==> config.mk <==
export PLATFORM = sky130hd
export DESIGN_NAME = mw_loadext
export DESIGN_NICKNAME = d
export VERILOG_FILES = /design/src/rtl/mw_loadext_pkg.sv /design/src/rtl/mw_loadext_ldext.sv /design/src/rtl/mw_loadext.sv
export SDC_FILE = /design/constraint.sdc
export NUM_CORES = 1
export LEC_CHECK = 0
export BUFFER_PORTS_ARGS = -buffer_cell sky130_fd_sc_hd__buf_2
export CORE_ASPECT_RATIO = 1.5
export CORE_MARGIN = 2
export CORE_UTILIZATION = 40
export DETAILED_ROUTE_END_ITERATION = 8
export PLACE_DENSITY_LB_ADDON = 0.3
export REMOVE_ABC_BUFFERS = 1
export SYNTH_ARGS = -nofsm -noshare
export SYNTH_HDL_FRONTEND = slang
export SYNTH_SLANG_ARGS = --single-unit
==> constraint.sdc <==
create_clock -name clk -period 3.14 [get_ports clk]
set_input_delay 0.314 -clock clk [delete_from_list [all_inputs] [get_ports clk]]
set_output_delay 0.314 -clock clk [all_outputs]
set_load 0.05 [all_outputs]
==> src/rtl/mw_loadext_pkg.sv <==
// Shared definitions for the M/W load-extension register slice:
// load-type codes and the packed layout of the W-stage register.
package mw_loadext_pkg;

   // Load-type codes carried on ldctr; any other code behaves as a full word load.
   localparam logic [2:0] ld_lw  = 3'd0;
   localparam logic [2:0] ld_lbu = 3'd1;
   localparam logic [2:0] ld_lb  = 3'd2;
   localparam logic [2:0] ld_lhu = 3'd3;
   localparam logic [2:0] ld_lh  = 3'd4;

   // Everything W needs to finish an instruction. An all-zero value is a bubble.
   typedef struct packed {
      logic [31:0] pc8;
      logic [4:0]  a3;
      logic        regwrite;
      logic        memtoreg;
      logic [2:0]  ldctr;
      logic [1:0]  off;
      logic [31:0] rdata;
      logic [31:0] result;
      logic        valid;
   } mw_fields_t;

endpackage

==> src/rtl/mw_loadext_ldext.sv <==
// Load-data extension: picks the addressed byte or halfword out of the
// raw memory word and zero- or sign-extends it to 32 bits.
import mw_loadext_pkg::*;

module ldext (
   input  logic [31:0] rdata,
   input  logic [1:0]  off,
   input  logic [2:0]  ldctr,
   output logic [31:0] ext32
);

   logic [7:0]  byte_lane [4];
   logic [7:0]  byte_sel;
   logic [15:0] half_sel;

   // Split the word into its four byte lanes so the offset can index them directly.
   genvar gi;
   generate
      for (gi = 0; gi < 4; gi++) begin : g_lane
         assign byte_lane[gi] = rdata[8*gi +: 8];
      end
   endgenerate

   assign byte_sel = byte_lane[off];
   // off[0] is don't-care for halfwords; misaligned halves never get this far.
   assign half_sel = off[1] ? rdata[31:16] : rdata[15:0];

   // Extend the selected lane according to the load type.
   always_comb begin
      ext32 = rdata;
      case (ldctr)
         ld_lbu:  ext32 = {24'h0, byte_sel};
         ld_lb:   ext32 = {{24{byte_sel[7]}}, byte_sel};
         ld_lhu:  ext32 = {16'h0, half_sel};
         ld_lh:   ext32 = {{16{half_sel[15]}}, half_sel};
         default: ext32 = rdata;
      endcase
   end

endmodule

==> src/rtl/mw_loadext.sv <==
// M/W pipeline register. Captures the raw load word, byte offset and
// write-back control from M, then produces the final GPR write data in W.
import mw_loadext_pkg::*;

module mw_loadext (
   input  logic        clk,
   input  logic        rst,
   input  logic        stall,
   input  logic        flush,
   input  logic [31:0] pc8_m,
   input  logic [31:0] memaddr_m,
   input  logic [31:0] dm_m,
   input  logic [2:0]  ldctr_m,
   input  logic        memtoreg_m,
   input  logic [31:0] result_m,
   input  logic        regwrite_m,
   input  logic [4:0]  a3_m,
   output logic [31:0] pc8_w,
   output logic [4:0]  a3_w,
   output logic        regwrite_w,
   output logic [31:0] wd_w,
   output logic        valid_w
);

   mw_fields_t w_reg;
   mw_fields_t w_next;
   logic [31:0] ext32;

   // Gather the M-stage inputs into the W register layout.
   always_comb begin
      w_next          = '0;
      w_next.pc8      = pc8_m;
      w_next.a3       = a3_m;
      w_next.regwrite = regwrite_m;
      w_next.memtoreg = memtoreg_m;
      w_next.ldctr    = ldctr_m;
      w_next.off      = memaddr_m[1:0];
      w_next.rdata    = dm_m;
      w_next.result   = result_m;
      w_next.valid    = 1'b1;
   end

   // W register: reset and flush both insert a bubble and override stall.
   always_ff @(posedge clk) begin
      if (rst || flush) begin
         w_reg <= '0;
      end else if (!stall) begin
         w_reg <= w_next;
      end
   end

   ldext u_ldext (
      .rdata (w_reg.rdata),
      .off   (w_reg.off),
      .ldctr (w_reg.ldctr),
      .ext32 (ext32)
   );

   // Outputs depend only on registered fields, so there is no M-to-W combinational path.
   // A bubble has memtoreg=0 and result=0, so wd_w is 0 for it as well.
   assign pc8_w      = w_reg.pc8;
   assign a3_w       = w_reg.a3;
   assign valid_w    = w_reg.valid;
   assign regwrite_w = w_reg.regwrite & (w_reg.a3 != 5'd0) & w_reg.valid;
   assign wd_w       = w_reg.memtoreg ? ext32 : w_reg.result;

endmodule

Word-level counts from Yosys, hierarchy flattened
Cells that the tools add are included.
Widths: inputs -> output; s select.
{"block": "word_totals", "regBits": 109}
{"block": "op_classes", "magnitude_cmp": 1, "eq_ne": 4, "n_mux": 6, "bitwise": 3, "n_reduce_logical": 2}
{"operator": "$pmux 32 s4", "count": 1}
{"operator": "$mux 32", "count": 1}
{"operator": "$bmux 8 s2", "count": 1}
{"operator": "$mux 16", "count": 1}
{"operator": "$mux 8", "count": 2}
{"operator": "$eq 3x2->1 const B", "count": 2}
{"operator": "$reduce_bool 5->1", "count": 1}
{"operator": "$eq 3x1->1 const B", "count": 1}
{"operator": "$eq 3x3->1 const B", "count": 1}
{"operator": "$ge 3x3->1 const B", "count": 1}
{"operator": "$not 2->3", "count": 1}
{"operator": "$and 1x1->1", "count": 2}
{"operator": "$logic_or 1x1->1", "count": 1}

Depth between registers and ports, before layout
{"block": "depth", "depth_word": 6, "depth_mapped": 7, "ltp_nobuf": 4}

Cells and area by module
From an unflattened synthesis, not the netlist that was laid out.
{"block": "unflattened", "cells_unflattened": 542, "hier_area_um2": 5317.6}
{"module": "mw_loadext", "n_inst": 1, "cells_each": 427, "area_each_um2": 4500.6, "seq_area_each_um2": 2182.1}
{"module": "ldext", "n_inst": 1, "cells_each": 115, "area_each_um2": 817.0, "seq_area_each_um2": 0.0}

Least setup slack after synthesis
Ideal clock, no wire load.
{"block": "synth_timing", "kind": "register to output", "from": "register w_reg[67] in the netlist's numbering", "to": "output wd_w[3]", "arrival_ps": 2117, "required_time_ps": 2826, "setup_slack_ps": 709, "stages_incl_launch_ff": 7, "cell_sequence": "dfxtp_1 buf_4 or3b_1 and2_0 clkbuf_1 a21o_1 a31oi_1"}
{"block": "synth_via", "elab_chain_len": 3, "word_cells_on_any_way": 6, "cone_classes": "eq/ne: 4; mux: 2"}
{"item": "from (decl)", "line_no": "mw_loadext.sv:25", "rtl": "mw_fields_t w_reg;"}
{"item": "from (signal assigned)", "line_no": "mw_loadext.sv:48", "rtl": "w_reg <= w_next;"}
{"item": "$eq 3x3->1, or another cell as far along", "line_no": "mw_loadext_ldext.sv:31", "rtl": "case (ldctr)"}
{"item": "$pmux 32 s4 (*)", "line_no": "mw_loadext_ldext.sv:31"}
{"item": "$mux 32 (*)", "line_no": "mw_loadext.sv:65", "rtl": "assign wd_w = w_reg.memtoreg ? ext32 : w_reg.result;"}
{"item": "to (decl)", "line_no": "mw_loadext.sv:21", "rtl": "output logic [31:0] wd_w,"}
Every way passes the cells marked *; elsewhere a longest branch is shown, timed or not.

Worst setup path in the final report
{"block": "layout_timing", "from": "register w_reg[67] in the netlist's numbering", "to": "output wd_w[4]"}
The elaborated chain is that of the path after synthesis.

==> results summary <==
The flow ran to the end, and the final reports show no timing, DRC or antenna violations. The synthesized area per cell came out at 9.66 sq um. In the synthesized netlist the dominant register cell turns out to be sky130_fd_sc_hd__dfxtp_1. Clock latency on the worst-skew pair, taken at its later pin, is 0.35 ns. At the placement stage, the worst setup path has a slack of 0.719 ns. Static timing analysis puts the maximum clock frequency at 0.357 GHz. STA classifies the critical path startpoint as a register.

The hold buffer count at CTS came out at 0. After synthesis, the largest family of logic cells by area is multiplexers. The floorplan step set the die width to 95.5 um. The synthesis-to-finish area growth came out at 20.3%.

The number of clock sinks came out at 109. The net switching power of the design is 843 uW. Internal power comes to 2180 uW.

The worst clock skew came out at 0 ns. The transition at the pin with the smallest max-transition slack came out at 1.20 ns. The detailed router finished its first iteration with 141 violations. In the final routed layout, each cell accounts on average for 15.8 um.

The compound-cell area share of the yosys netlist came out at 9.82%. Multiplexer cells account for 24.9% of the synthesized area. The clock tree buffer depth is 2. The number of warnings reported in the yosys synthesis log is 0.

In the final design database the tool counted 787 nets. The count of nets left with antenna violations after detail routing is 0. In this run the worst path has a maximum fanout of 10.

The part of the power in registers is 48.3%. The number of hold-slack violations in the final timing report came out at 0. The routed via count is 4069.

Measured along the y axis, the die boundary spans 141 um. The number of gates resized after cts came out at 0. The count of state elements after synthesis is 109. The total DRC errors in the routed layout came out at 0. The first global-routing pass estimated 19.7 mm of wire. The sequential element share of the synthesized area is 43.4%. The number of antenna violations at the first check in global routing is 0. The cell row count came out at 50. Clock-pin slew was measured on the worst setup and hold paths at 0.07 ns. The buffer count from post-CTS setup fixing is 0. The tree is rooted in a sky130_fd_sc_hd__clkbuf_16. The routability congestion estimate from global placement came out at 0.804. In the routed layout, each cell is associated on average with a via count of 5.04. The min-delay analysis places its worst path in the category in -> reg. The distinct cell type count of the synthesized netlist is 40. The switching fraction of total power came out at 27.9%. The synthesized netlist cell count came out at 520. The total clock buffers created by CTS is 9. The least setup slack across all paths after layout came out at 0.342 ns.

The final-report max-slew violation count came out at 0. In the synthesized netlist the async set-or-reset flop fraction comes to 0%. The cell type contributing the most total cell area after synthesis is sky130_fd_sc_hd__dfxtp_1. Summing the areas of all xor and xnor instances in the mapped netlist gives 0% of the synthesized area. For the worst setup path, the data required time is 2.83 ns. The fraction of synthesized cell area taken by the top area cell type is 43.4%. The areal power density over the cells is 500 nW/um^2.

The critical path is of the reg -> out type. The die area came out at 13500 sq um. The number of placed I/O pins came out at 213.

The total routed wirelength came out at 12.7 mm. The number of violations of the max-capacitance limit came out at 0. The area inside the core boundary came out at 12400 sq um. The smallest clock period supported by the final layout is computed as 2.80 ns. After filler insertion, the fill cell instance count of the layout stands at 1190. The adder-cell share of the synthesized area came out at 0%. After synthesis, the cell types taking the most area are sky130_fd_sc_hd__dfxtp_1 43%, sky130_fd_sc_hd__mux2i_1 23%, sky130_fd_sc_hd__nor2_1 9.2%. Port buffering added 182 buffers. Summed over all layers, the global routing overflow is 0. In this run, synthesis inferred 0 flip-flops with an integrated enable. The starting utilization of the core area came out at 40.5%. The critical path endpoint category is an output port. The worst hold slack is 0.192 ns. The total number of H-tree levels came out at 3. In the final layout, flip-flops and latches occupy 2180 sq um. The number of setup violations in the final report is 0. For the worst setup path, the data arrival time is 2.48 ns. The number of iterations in the first detailed-routing pass is 4. The cell area after synthesis came out at 5020 sq um. The final core utilization is 48.8%. Setup repair after global routing left no endpoint under its margin. In the final layout, the multi-input gates occupy 2380 sq um. TritonCTS built the clock tree. The HPWL after detailed placement came out at 9.01 mm. The final worst-path cycle share came out at 89.1%. The pin count of the biggest net entering global routing came out at 110. In the final timing run, aggregate negative setup slack is 0 ns. The via count of the first global-routing pass was 3979.

The worst-case IR drop observed on VDD is 0.305 mV. The number of flip-flops under the largest register name is 71. Counting instances in the post-synthesis netlist gives the leading cell types as 123 x sky130_fd_sc_hd__nor2_1, 115 x sky130_fd_sc_hd__mux2i_1, 109 x sky130_fd_sc_hd__dfxtp_1. Yosys instantiated no cell more often than sky130_fd_sc_hd__nor2_1. For this design the static power due to leakage is 0.00294 uW. The fraction of final layout cells sized beyond drive strength 1 is 34.2%. The worst pin sits at a relative slew slack of 20.1%. Global routing used 18.7% of the available tracks across all layers. Combinational logic burns 15.7% of the power.

Of the total power, the clock network draws 36.0%. The simple-gate area share of the yosys netlist is 12.5%.
layout make-up:
cell class / instances / area share [%]
diodes: 1 / 0.0414
clock buffers: 11 / 4.02
clock inverters: 5 / 0.704
inverters: 3 / 0.186
multi-input cells: 333 / 39.4
flip-flops and latches: 109 / 36.1
well taps: 156 / 3.23
repair buffers: 189 / 16.3
cells by family after synthesis:
family	count (synthesis)
and+or+nand+nor	152
muxes	123
DFF	109
buffers and inverters	78
AOI/OAI and AO/OA	58
path summary, 6_finish.rpt:
kind | cells past startpoint | to | slack [ns] | startpoint
worst max register to register | 3 | w_reg[66] | 2.03 | w_reg[66]
worst min register to register | 2 | valid_w | 0.49 | valid_w
worst min-delay path | 3 | w_reg[24] | 0.19 | result_m[23]
worst max-delay path | 5 | wd_w[4] | 0.34 | w_reg[67]
metrics by stage:
| stage | power, uW | cell area (sq um) | std cells |
|---|---|---|---|
| after floorplan | 1780 | 4570 | 445 |
| after global placement | 1960 | 5750 | 790 |
| after detailed placement | 1970 | 5750 | 790 |
| after CTS | 3060 | 6040 | 806 |
| after global routing | 3160 | 6040 | 806 |
| final | 3020 | 6040 | 807 |
worst max-delay path, cell delays in order (launching register included):
cell                       delay (ns)
sky130_fd_sc_hd__dfxtp_1         0.43
sky130_fd_sc_hd__o21ai_0         0.50
sky130_fd_sc_hd__a21boi_1        0.57
sky130_fd_sc_hd__nand2_1         0.12
sky130_fd_sc_hd__a31oi_1         0.23
sky130_fd_sc_hd__buf_2           0.30
routing by layer:
| layer | vias up | routed length, um | GRT usage [%] |
|---|---|---|---|
| met5 | - | 0 | 0 |
| met4 | 0 | 261 | 6.84 |
| met3 | 18 | 734 | 4.54 |
| met2 | 122 | 6800 | 33.8 |
| met1 | 1915 | 4930 | 20.7 |
| li1 | 2014 | - | - |
placed cells by master, fill, tap and decap left out, types with 2 or more instances in the layout:
cell and count:
sky130_fd_sc_hd__buf_2 181, sky130_fd_sc_hd__nor2_1 123, sky130_fd_sc_hd__mux2i_1 115, sky130_fd_sc_hd__dfxtp_1 109, sky130_fd_sc_hd__a221o_1 16, sky130_fd_sc_hd__nand2_1 10
sky130_fd_sc_hd__clkbuf_16 9, sky130_fd_sc_hd__a31oi_1 8, sky130_fd_sc_hd__mux2_2 7, sky130_fd_sc_hd__a2bb2oi_1 7, sky130_fd_sc_hd__a21oi_1 6, sky130_fd_sc_hd__nand2b_1 6
sky130_fd_sc_hd__buf_4 6, sky130_fd_sc_hd__o221a_2 5, sky130_fd_sc_hd__inv_1 3, sky130_fd_sc_hd__nor2b_1 3, sky130_fd_sc_hd__a22oi_1 3, sky130_fd_sc_hd__or3_1 2
sky130_fd_sc_hd__nand3_1 2, sky130_fd_sc_hd__inv_6 2, sky130_fd_sc_hd__clkinv_4 2
power by group through the flow:
| stage | combinational, uW | sequential (uW) | clock (uW) |
|---|---|---|---|
| finish | 474 | 1460 | 1090 |
| global route | 510 | 1470 | 1180 |
| CTS | 479 | 1460 | 1120 |
| detailed placement | 478 | 1490 | 0 |
| global placement | 471 | 1490 | 0 |
| floorplan | 238 | 1540 | 0 |
(Power assumes the default switching activity.)
